===== config.mk =====
export PLATFORM = sky130hd
export DESIGN_NAME = cmp_vec_sequencer
export DESIGN_NICKNAME = d
export VERILOG_FILES = /design/src/rtl/cmp_vec_sequencer.sv
export SDC_FILE = /design/constraint.sdc
export NUM_CORES = 1
export LEC_CHECK = 0
export ABC_CLOCK_PERIOD_IN_PS = 3650
export CORE_ASPECT_RATIO = 0.8
export CORE_MARGIN = 5
export CORE_UTILIZATION = 30
export DETAILED_ROUTE_END_ITERATION = 6
export SYNTH_ARGS = -nofsm -noshare
export SYNTH_HDL_FRONTEND = slang
export SYNTH_SLANG_ARGS = --single-unit

===== constraint.sdc =====
create_clock -name clk -period 3.65 [get_ports clk]
set_clock_uncertainty 0.05 [all_clocks]
set_input_delay 0.73 -clock clk [delete_from_list [all_inputs] [get_ports clk]]
set_output_delay 0.73 -clock clk [all_outputs]
set_load 0.05 [all_outputs]

===== src/rtl/cmp_vec_sequencer.sv =====
// Stimulus/response sequencer for the 4x4-bit compare DUT: one vector per clock, y folded into a MISR.
// Define CMP_SEQ_LFSR_STIM_EN to take stimulus from a 16-bit LFSR instead of a counter.
module cmp_vec_sequencer #(
  parameter int unsigned NVEC      = 65536,
  parameter logic [31:0] MISR_POLY = 32'h04C11DB7,
  parameter logic [31:0] MISR_SEED = 32'hFFFFFFFF
) (
  input  logic        clk,
  input  logic        rst,
  input  logic        start,
  output logic [3:0]  a0,
  output logic [3:0]  a1,
  output logic [3:0]  a2,
  output logic [3:0]  a3,
  input  logic [44:0] y,
  output logic        busy,
  output logic        done,
  output logic [16:0] vec_cnt,
  output logic [31:0] sig
);

  typedef enum logic [1:0] {
    IDLE = 2'd0,
    RUN  = 2'd1,
    DONE = 2'd2
  } state_t;

  localparam logic [16:0] LAST_IDX = 17'(NVEC - 1);

  state_t      state_r;
  state_t      state_s;
  logic [16:0] vec_cnt_s;
  logic [31:0] sig_s;
  logic [15:0] stim_s;
  logic        busy_s;
  logic        done_s;

  // Upper 13 result bits are folded onto the low word before the shift step.
  function automatic logic [31:0] misr_step(input logic [31:0] s, input logic [44:0] r);
    logic [31:0] f;
    f = r[31:0] ^ {19'd0, r[44:32]};
    return ({s[30:0], 1'b0} ^ (s[31] ? MISR_POLY : 32'd0)) ^ f;
  endfunction

`ifdef CMP_SEQ_LFSR_STIM_EN
  localparam logic [15:0] LFSR_SEED = 16'hACE1;

  logic [15:0] lfsr_r;
  logic [15:0] lfsr_s;

  // Fibonacci form, taps 16,14,13,11, shifting toward bit 0.
  function automatic logic [15:0] lfsr_next(input logic [15:0] l);
    return {l[0] ^ l[2] ^ l[3] ^ l[5], l[15:1]};
  endfunction
`endif

  // Next-state, datapath and output selection.
  always_comb begin
    state_s   = state_r;
    vec_cnt_s = vec_cnt;
    sig_s     = sig;
    stim_s    = {a3, a2, a1, a0};
    busy_s    = busy;
    done_s    = done;
`ifdef CMP_SEQ_LFSR_STIM_EN
    lfsr_s    = lfsr_r;
`endif
    case (state_r)
      IDLE, DONE: begin
        if (start) begin
          state_s   = RUN;
          vec_cnt_s = 17'd0;
          sig_s     = MISR_SEED;
          busy_s    = 1'b1;
          done_s    = 1'b0;
`ifdef CMP_SEQ_LFSR_STIM_EN
          lfsr_s    = LFSR_SEED;
          stim_s    = LFSR_SEED;
`else
          stim_s    = 16'd0;
`endif
        end else begin
          state_s = state_r;
        end
      end
      RUN: begin
        sig_s     = misr_step(sig, y);
        vec_cnt_s = vec_cnt + 17'd1;
        if (vec_cnt == LAST_IDX) begin
          state_s = DONE;
          busy_s  = 1'b0;
          done_s  = 1'b1;
          stim_s  = 16'd0;
        end else begin
`ifdef CMP_SEQ_LFSR_STIM_EN
          lfsr_s = lfsr_next(lfsr_r);
          stim_s = lfsr_next(lfsr_r);
`else
          stim_s = vec_cnt[15:0] + 16'd1;
`endif
        end
      end
      default: begin
        state_s = IDLE;
        busy_s  = 1'b0;
        done_s  = 1'b0;
        stim_s  = 16'd0;
      end
    endcase
  end

  // State and registered outputs; reset abandons any run in progress.
  always_ff @(posedge clk or posedge rst) begin
    if (rst) begin
      state_r <= IDLE;
      a0      <= 4'd0;
      a1      <= 4'd0;
      a2      <= 4'd0;
      a3      <= 4'd0;
      busy    <= 1'b0;
      done    <= 1'b0;
      vec_cnt <= 17'd0;
      sig     <= MISR_SEED;
    end else begin
      state_r            <= state_s;
      {a3, a2, a1, a0}   <= stim_s;
      busy               <= busy_s;
      done               <= done_s;
      vec_cnt            <= vec_cnt_s;
      sig                <= sig_s;
    end
  end

`ifdef CMP_SEQ_LFSR_STIM_EN
  // Stimulus generator state.
  always_ff @(posedge clk or posedge rst) begin
    if (rst) begin
      lfsr_r <= LFSR_SEED;
    end else begin
      lfsr_r <= lfsr_s;
    end
  end
`endif

endmodule

==> results.yml, run 1 <==
finish:
  fillers: 1036
  nNetsFinal: 506
  multiInputGateArea_um2: 1558
  final_common_cell: "clkdlybuf4s50_1"
  areaGrowthSynthToFinish_pct: 46.36
  layout-drive-gt1-share_pct: 12.58
  finalNonFillerCells: 605
  fin_area_um2: 4950
  n_antenna_cell: 0
  register_area_um2: 1717
  most-common-layout-cells: "clkdlybuf4s50_1, nor2_1, xnor2_1"
worst_setup_path:
  reg2reg_depth: 7
  reg2reg_from: "vec_cnt[0]"
  timing.rr.end: "a2[2]"
  arrival_ns: 3.04
  critical_path.endpoint_type: "flip-flop"
  ff2ff_setup_slack_ns: 0.73
  worst_setup_path_start_kind: "flip-flop"
  cp.required_ns: 3.77
  critPathKind: "flip-flop to flip-flop"
  path_max_fanout: 16
timing:
  rsz0062_at_grt: "no"
  max-slew-margin-rel_pct: 52.85
  finalHoldViolations: 0
  setup_viol: 0
  tns_ns: 0
  fmax_mhz: 342.8
  post-route-period-util_pct: 79.91
  worst-slew-pin-transition_ns: 0.7062
  fin_crit_ns: 2.917
  drv_slew: 0
clock_tree:
  postCtsSetupBuffers: 0
  clkTransAtPathRegs_ns: 0.05
  cts_tree: "yes"
  hold_buffers: 0
  clk_latency_ns: 0.32
  numCtsBuffers: 9
  cts_resized: 0
  clockBufferDepth: 2
  cts.sinks: 67
  htree_levels: 3
  cts_root_buf: "clkbuf_16"
pwr:
  p_leak_uw: 0.001914
  p_comb_share_pct: 44.0
  pwr-share-clk_pct: 21.3
  powerDensity_nw_per_um2: 757.1
  pwr-share-seq_pct: 34.6
  ir_worst_vdd_v: 0.0003963
  power.switching_uw: 1504
  internal-power_uw: 2244
  switching_share_pct: 40.12
detailed_routing:
  first_pass_iters: 4
  drt-total-wl_mm: 9.244
  wire_per_inst_um: 15.28
  post_drt_via_cell_ratio: 4.603
  num_vias: 2785
  drc: 0
  drt_iter0_drc: 150
  antenna_left: 0
worst_hold_path:
  min_to: "a3[1]"
  hold_path_depth: 2
  worst_hold_path_type: "flip-flop to flip-flop"
  hold_start: "a3[1]"
floorplanning:
  ios: 115
  die_h_um: 105.0
  dieArea_um2: 13510
  fp.dieW_um: 128.7
  fp.coreArea_um2: 10930
  start_util_pct: 30.93
  rows: 34
grt:
  grt_pass1_wl_mm: 15.42
  first_global_vias: 2911
  grtUsageTotal_pct: 14.03
  overflow: 0
  antenna_found_initial: 0
  grt_max_degree: 48
run_status:
  status: "finished clean"
logic_synthesis:
  syn_avg_cell_area_um2: 9.718
  syn_area_um2: 3382
  synthCells: 348
  synth.ff_latch_count: 67
  synthesis.nets: 398
  synthDistinctLibCells: 36
  ys_seq_area_share_pct: 50.76
  synth_warnings: 0
place:
  dpl_cell_area_um2: 4668
  io_buffers: 114
  dp_hpwl_mm: 6.589
  gp_congestion: 0.7886
  dpl.cell_count: 589
job:
  max_cap_viol_count: 0
[power groups by stage]
stage | Clock (uW) | Sequential (uW) | Combinational (uW)
final | 799 | 1300 | 1650
after global routing | 861 | 1340 | 1750
after CTS | 827 | 1300 | 1670
after detailed placement | 0 | 1310 | 1660
after global placement | 0 | 1300 | 1650
after floorplan | 0 | 1920 | 530
[final cells by class]
cell class / count / share of cell area, %
Sequential cell: 67 / 34.68
Multi-Input combinational cell: 252 / 31.47
Timing Repair Buffer: 118 / 23.91
Clock buffer: 12 / 5.182
Tap cell: 144 / 3.640
Inverter: 8 / 0.6067
Clock inverter: 4 / 0.5056
[routing by layer]
metal  track usage [%]  wire, um  vias to the layer above
met3             4.080       568                        4
met5                 0         0                        -
met1             19.25      4191                     1338
li1                  -         -                     1375
met4             3.148        63                        0
met2             21.93      4420                       68
[Yosys cell counts]
library cell | number | area, um^2
nor2_1 | 43 | 161.4
xnor2_1 | 42 | 367.9
a21oi_1 | 38 | 190.2
dfrtp_1 | 35 | 875.8
dfstp_2 | 32 | 840.8
nand2_1 | 30 | 112.6
xor2_1 | 30 | 262.8
o21ai_0 | 22 | 110.1
clkbuf_1 | 13 | 48.80
inv_1 | 8 | 30.03
a22o_1 | 5 | 43.79
nand2b_1 | 4 | 25.02
nor4_1 | 4 | 25.02
buf_1 | 3 | 11.26
buf_2 | 3 | 15.01
nand3_1 | 3 | 15.01
nand4_1 | 3 | 18.77
nor3_1 | 3 | 15.01
o21ai_1 | 3 | 15.01
o22ai_1 | 3 | 18.77
a221o_1 | 2 | 20.02
a31oi_1 | 2 | 12.51
clkbuf_2 | 2 | 10.01
ha_1 | 2 | 25.02
o31ai_1 | 2 | 15.01
and2_1 | 1 | 6.260
and3_2 | 1 | 7.510
and4_2 | 1 | 10.01
mux2i_1 | 1 | 10.01
nand3_2 | 1 | 10.01
nand3_4 | 1 | 17.52
nor2b_1 | 1 | 6.260
o21a_1 | 1 | 7.510
or3_1 | 1 | 6.260
or3_2 | 1 | 7.510
or4_1 | 1 | 7.510
[flip-flops by register name, indices dropped and copies added (netlist names)]
| register | cells |
|---|---|
| sig | 32 |
| vec_cnt | 17 |
| a0 | 4 |
| a1 | 4 |
| a2 | 4 |
| a3 | 4 |
| busy | 1 |
| done | 1 |
[kinds of logic after synthesis]
logic type / share of synthesized area, %
AOI/OAI and AO/OA: 12.80
xor gates and xnor gates: 18.65
adders and majority gates: 0.7398
buffers and inverters: 3.404
DFF: 50.76
muxes: 0.2960
and+or+nand+nor: 13.36
[critical path, cell delays in order, from the launching register on]
cell,delay [ns]
dfrtp_1,0.46
ha_1,0.30
nand3_2,0.16
or4_1,0.62
nor3_1,0.26
ha_1,0.22
nand2b_1,0.49
o21ai_0,0.20
[how the worst max path moves through the flow]
stage / startpoint / end / depth (start not counted)
final: vec_cnt[0] / a2[2] / 7
after detailed placement: vec_cnt[0] / a3[0] / 7
after CTS: vec_cnt[0] / a2[2] / 7
after floorplan: vec_cnt[0] / a1[0] / 9
after global routing: vec_cnt[0] / a3[0] / 7
after global placement: vec_cnt[0] / a3[2] / 7
[metrics by stage]
stage	setup slack, ns	hold slack (ns)	utilization, %	total power [uW]
after CTS	0.7108	0.4343	45.27	3802
after global placement	0.8752	0.4145	42.70	2959
after detailed placement	0.7285	0.4227	42.70	2974
after floorplan	0.7734	0.5659	-	2451
after global routing	0.4071	0.4530	45.27	3946
final	0.7332	0.4305	45.27	3748
(Power assumes the default switching activity.)
==> inputs of run 2 (changes only) <==
--- a/config.mk
+++ b/config.mk
@@ -5,7 +5,7 @@
 export SDC_FILE = /design/constraint.sdc
 export NUM_CORES = 1
 export LEC_CHECK = 0
-export ABC_CLOCK_PERIOD_IN_PS = 3650
+export ABC_CLOCK_PERIOD_IN_PS = 2400
 export CORE_ASPECT_RATIO = 0.8
 export CORE_MARGIN = 5
 export CORE_UTILIZATION = 30
==> constraint.sdc (replaced) <==
create_clock -name clk -period 2.4 [get_ports clk]
set_clock_uncertainty 0.05 [all_clocks]
set_input_delay 0.48 -clock clk [delete_from_list [all_inputs] [get_ports clk]]
set_output_delay 0.48 -clock clk [all_outputs]
set_load 0.05 [all_outputs]
==> run 2 against run 1 <==
Combinational power rose by 55%. Largest power group unchanged. Count of clock-buffer cells in the layout grew 1. Clock power increased by 46%. Critical path type is now flip-flop to output pin. Hold slack lost 0.0030 ns.
==> results.yml, run 2 (synthesis results as in run 1) <==
run_status:
  status: "finished clean"
floorplanning:
  die_h_um: 105.0
  fp.coreArea_um2: 10930
  dieArea_um2: 13510
  start_util_pct: 30.93
  fp.dieW_um: 128.7
  rows: 34
  ios: 115
finish:
  fillers: 1034
  reg_top3: "sig (32), vec_cnt (17)"
  top_register: "sig"
  final_util_pct: 45.93
  nNetsFinal: 511
  n_antenna_cell: 0
  most-common-layout-cells: "clkdlybuf4s50_1, nor2_1, xnor2_1"
  areaGrowthSynthToFinish_pct: 48.46
  layout-drive-gt1-share_pct: 15.88
  largest_reg_flops: 32
  final_common_cell: "clkdlybuf4s50_1"
clock_tree:
  cts_tree: "yes"
  postCtsSetupBuffers: 0
  numCtsBuffers: 9
  clockBufferDepth: 2
  hold_buffers: 0
  clk_latency_ns: 0.32
  cts_resized: 0
  htree_levels: 3
  cts_root_buf: "clkbuf_16"
  cts.sinks: 67
  clkTransAtPathRegs_ns: 0.05
detailed_routing:
  first_pass_iters: 4
  wl_met2_mm: 4.383
  drt_iter0_drc: 87
  drc: 0
  antenna_left: 0
  post_drt_via_cell_ratio: 4.611
  drt-total-wl_mm: 9.184
  top_layer: "met4"
  m1WireLength_mm: 4.208
  wl_met3_um: 516
  wire_per_inst_um: 15.06
  num_vias: 2813
place:
  pre_cts_ws_ns: 0.1095
  io_buffers: 114
  dp_hpwl_mm: 6.673
  gp_congestion: 0.8004
timing:
  fmax_mhz: 446.9
  worst-slew-pin-transition_ns: 0.6797
  fin_crit_ns: 2.238
  setup_viol: 0
  tns_ns: 0
  max-slew-margin-rel_pct: 54.59
  fin_ws_ns: 0.1624
  drv_slew: 0
  whs_ns: 0.4275
  post-route-period-util_pct: 93.23
  rsz0062_at_grt: "no"
  finalHoldViolations: 0
grt:
  grt_max_degree: 68
  grtUsageTotal_pct: 13.95
  first_global_vias: 2857
  grt_pass1_wl_mm: 15.18
  antenna_found_initial: 0
  overflow: 0
worst_setup_path:
  cp.required_ns: 1.87
  cp_slowest_cell: "clkdlybuf4s50_1"
  path_max_fanout: 8
  worst-path-stages: 1
  reg2reg_from: "vec_cnt[0]"
  crit_buf_inv: 1
  worstSetupStartpoint: "vec_cnt[13]"
  critical_path.endpoint_type: "output pin"
  cpPeakStageDelay_ns: 0.89
  arrival_ns: 1.71
  reg2reg_depth: 7
  crit_chain: "clkdlybuf4s50_1"
  cpLargestDelayFamily: "buffers and inverters"
  worst_setup_path_start_kind: "flip-flop"
  critPathKind: "flip-flop to output pin"
pwr:
  ir_worst_vdd_v: 0.0005925
  powerDensity_nw_per_um2: 1129
  p_leak_uw: 0.001943
worst_hold_path:
  hold_start: "a2[2]"
  worst_hold_path_type: "flip-flop to flip-flop"
  hold_path_depth: 2
job:
  max_cap_viol_count: 0
run 2: layout make-up:
type	count	area, um^2	area share (%)
inverters	8	30.03	0.5981
repair buffers	123	1231	24.52
clock buffers	13	250.2	4.984
clock inverters	3	15.01	0.2990
multi-input cells	252	1589	31.65
flip-flops and latches	67	1725	34.36
well taps	144	180.2	3.588
run 2: worst min-delay path: cells and delay by family, from the launching register on:
| kind | cells | cell delay [ns] |
|---|---|---|
| simple gates | 1 | 0.04 |
| compound gates | 1 | 0.06 |
| flops | 1 | 0.34 |
run 2: layer usage:
layer / track usage, % / up-vias
met5: 0 / -
li1: - / 1387
met4: 4.348 / 0
met2: 21.49 / 70
met3: 3.978 / 6
met1: 18.96 / 1350
run 2: where the power goes:
group          internal (uW)  leakage, uW  switching [uW]  total [uW]
Sequential              1640     0.000707             297        1940
Clock                    722     0.000133             451        1170
Combinational           1030      0.00110            1530        2550
run 2: final timing paths:
kind / endpoint / slack [ns]
worst max register to register: a3[2] / 0.19
worst max-delay path: vec_cnt[13] / 0.16
max in group asynchronous: sig[3] / 1.47
min in group asynchronous: a3[1] / 0.52
worst min register to register: a2[2] / 0.43
worst min-delay path: a2[2] / 0.43
run 2: metrics by stage:
stage	instances	power (uW)	cell area, um^2
2_1_floorplan	348	3727	3428
3_3_place_gp	594	4510	4752
3_5_place_dp	594	4540	4752
4_1_cts	610	5754	5017
5_1_grt	610	5958	5021
6_report	610	5667	5021
==> inputs of run 3 (changes only) <==
--- a/config.mk
+++ b/config.mk
@@ -5,7 +5,7 @@
 export SDC_FILE = /design/constraint.sdc
 export NUM_CORES = 1
 export LEC_CHECK = 0
-export ABC_CLOCK_PERIOD_IN_PS = 2400
+export ABC_CLOCK_PERIOD_IN_PS = 2300
 export CORE_ASPECT_RATIO = 0.8
 export CORE_MARGIN = 5
 export CORE_UTILIZATION = 30
==> constraint.sdc (replaced) <==
create_clock -name clk -period 2.3 [get_ports clk]
set_clock_uncertainty 0.05 [all_clocks]
set_input_delay 0.46 -clock clk [delete_from_list [all_inputs] [get_ports clk]]
set_output_delay 0.46 -clock clk [all_outputs]
set_load 0.05 [all_outputs]
==> run 3 against run 2 <==
Largest power group unchanged. Non-clock buffer count is 3 higher. Flip-flop and latch count is the same. Die area unchanged. Combinational power is 3% higher. Sequential power increased by 6%. Routed wire length up 3.1%. Via count decreased by 0.82%.
==> results.yml, run 3 (synthesis results as in run 1) <==
run_status:
  status: "finished clean"
worst_hold_path:
  hold_start: "a1[0]"
  hold_path_depth: 2
  worst_hold_path_type: "flip-flop to flip-flop"
  min_to: "a1[0]"
grt:
  overflow: 0
  antenna_found_initial: 0
  grtUsageTotal_pct: 14.12
  grt_pass1_wl_mm: 15.43
  first_global_vias: 2840
  grt_max_degree: 68
job:
  max_cap_viol_count: 0
finish:
  most-common-layout-cells: "clkdlybuf4s50_1, nor2_1, xnor2_1"
  reg_top3: "sig (32), vec_cnt (17)"
  nNetsFinal: 515
  areaGrowthSynthToFinish_pct: 50.35
  layout-drive-gt1-share_pct: 18.09
  final_common_cell: "clkdlybuf4s50_1"
  largest_reg_flops: 32
  n_antenna_cell: 0
  fin_area_um2: 5085
  top_register: "sig"
detailed_routing:
  drt_iter0_drc: 112
  wire_per_inst_um: 15.42
  post_drt_via_cell_ratio: 4.544
  drc: 0
  drt-total-wl_mm: 9.465
  antenna_left: 0
  num_vias: 2790
  first_pass_iters: 4
place:
  gp_congestion: 0.8187
  dp_hpwl_mm: 6.613
  dpl_cell_area_um2: 4773
  io_buffers: 114
worst_setup_path:
  reg2reg_from: "vec_cnt[0]"
  ff2ff_setup_slack_ns: 0.17
  cp_slowest_cell: "clkdlybuf4s50_1"
  critPathKind: "flip-flop to output pin"
  path_max_fanout: 3
  arrival_ns: 1.70
  worst_setup_path_start_kind: "flip-flop"
  crit_buf_inv: 1
  reg2reg_depth: 7
  cpLargestDelayFamily: "buffers and inverters"
  critical_path.endpoint_type: "output pin"
  crit_chain: "clkdlybuf4s50_1"
  timing.rr.end: "a0[2]"
  cpPeakStageDelay_ns: 0.81
  cp.required_ns: 1.79
clock_tree:
  clk_latency_ns: 0.32
  cts_root_buf: "clkbuf_16"
  clkTransAtPathRegs_ns: 0.06
  htree_levels: 3
  cts_tree: "yes"
  clockBufferDepth: 2
  numCtsBuffers: 9
  hold_buffers: 0
  cts.sinks: 67
timing:
  fin_crit_ns: 2.208
  max-slew-margin-rel_pct: 62.17
  finalHoldViolations: 0
  setup_viol: 0
  rsz0062_at_grt: "no"
  fmax_mhz: 452.9
  drv_slew: 0
  post-route-period-util_pct: 96.01
  worst-slew-pin-transition_ns: 0.5622
  tns_ns: 0
floorplanning:
  rows: 34
  fp.coreArea_um2: 10930
  start_util_pct: 30.93
  ios: 115
  die_h_um: 105.0
  fp.dieW_um: 128.7
  dieArea_um2: 13510
pwr:
  ir_worst_vdd_v: 0.0004907
  p_leak_uw: 0.001972
  powerDensity_nw_per_um2: 1171
run 3: where the power goes:
part           internal, uW  switching [uW]
logic                  1070            1550
clock network           757             513
registers              1710             347
run 3: metrics by stage:
step / cells / util, % / setup slack, ns / hold slack (ns) / total power (uW)
floorplan: 348 / - / -0.04121 / 0.5616 / 3889
global placement: 595 / 43.66 / 0.1799 / 0.4146 / 4709
detailed placement: 595 / 43.66 / 0.09941 / 0.4228 / 4734
CTS: 611 / 46.21 / 0.06310 / 0.4359 / 6043
global route: 614 / 46.51 / 0.04088 / 0.4429 / 6271
finish: 614 / 46.51 / 0.09178 / 0.4284 / 5954
run 3: worst max-delay path by stage:
| stage | startpoint | endpoint | slack (ns) | depth (start not counted) |
|---|---|---|---|---|
| floorplan | vec_cnt[0] | a0[0] | -0.04 | 9 |
| global placement | vec_cnt[0] | a3[2] | 0.18 | 7 |
| finish | sig[25] | sig[25] | 0.09 | 1 |
| global route | vec_cnt[0] | a2[0] | 0.04 | 7 |
| detailed placement | vec_cnt[0] | a2[0] | 0.1 | 7 |
| CTS | sig[25] | sig[25] | 0.06 | 1 |
run 3: layout make-up:
class                   instances  area, um^2
flip-flops and latches         67        1727
clock inverters                 6       40.04
fillers                      1025        5848
clock buffers                  10       239.0
well taps                     144       180.2
inverters                       8       30.03
repair buffers                126        1259
multi-input cells             253        1610
run 3: what timing repair did:
item                       CTS  global route
setup endpoints to repair    0            13
setup buffers                0             2
resized for setup            0             2
run 3: layer usage:
layer  wire length (um)  vias up  global-route usage (%)
li1                   -     1404                       -
met5                  0        -                       0
met4                119        0                   4.198
met3                462        8                   3.570
met1               4585     1310                   20.25
met2               4299       68                   20.93
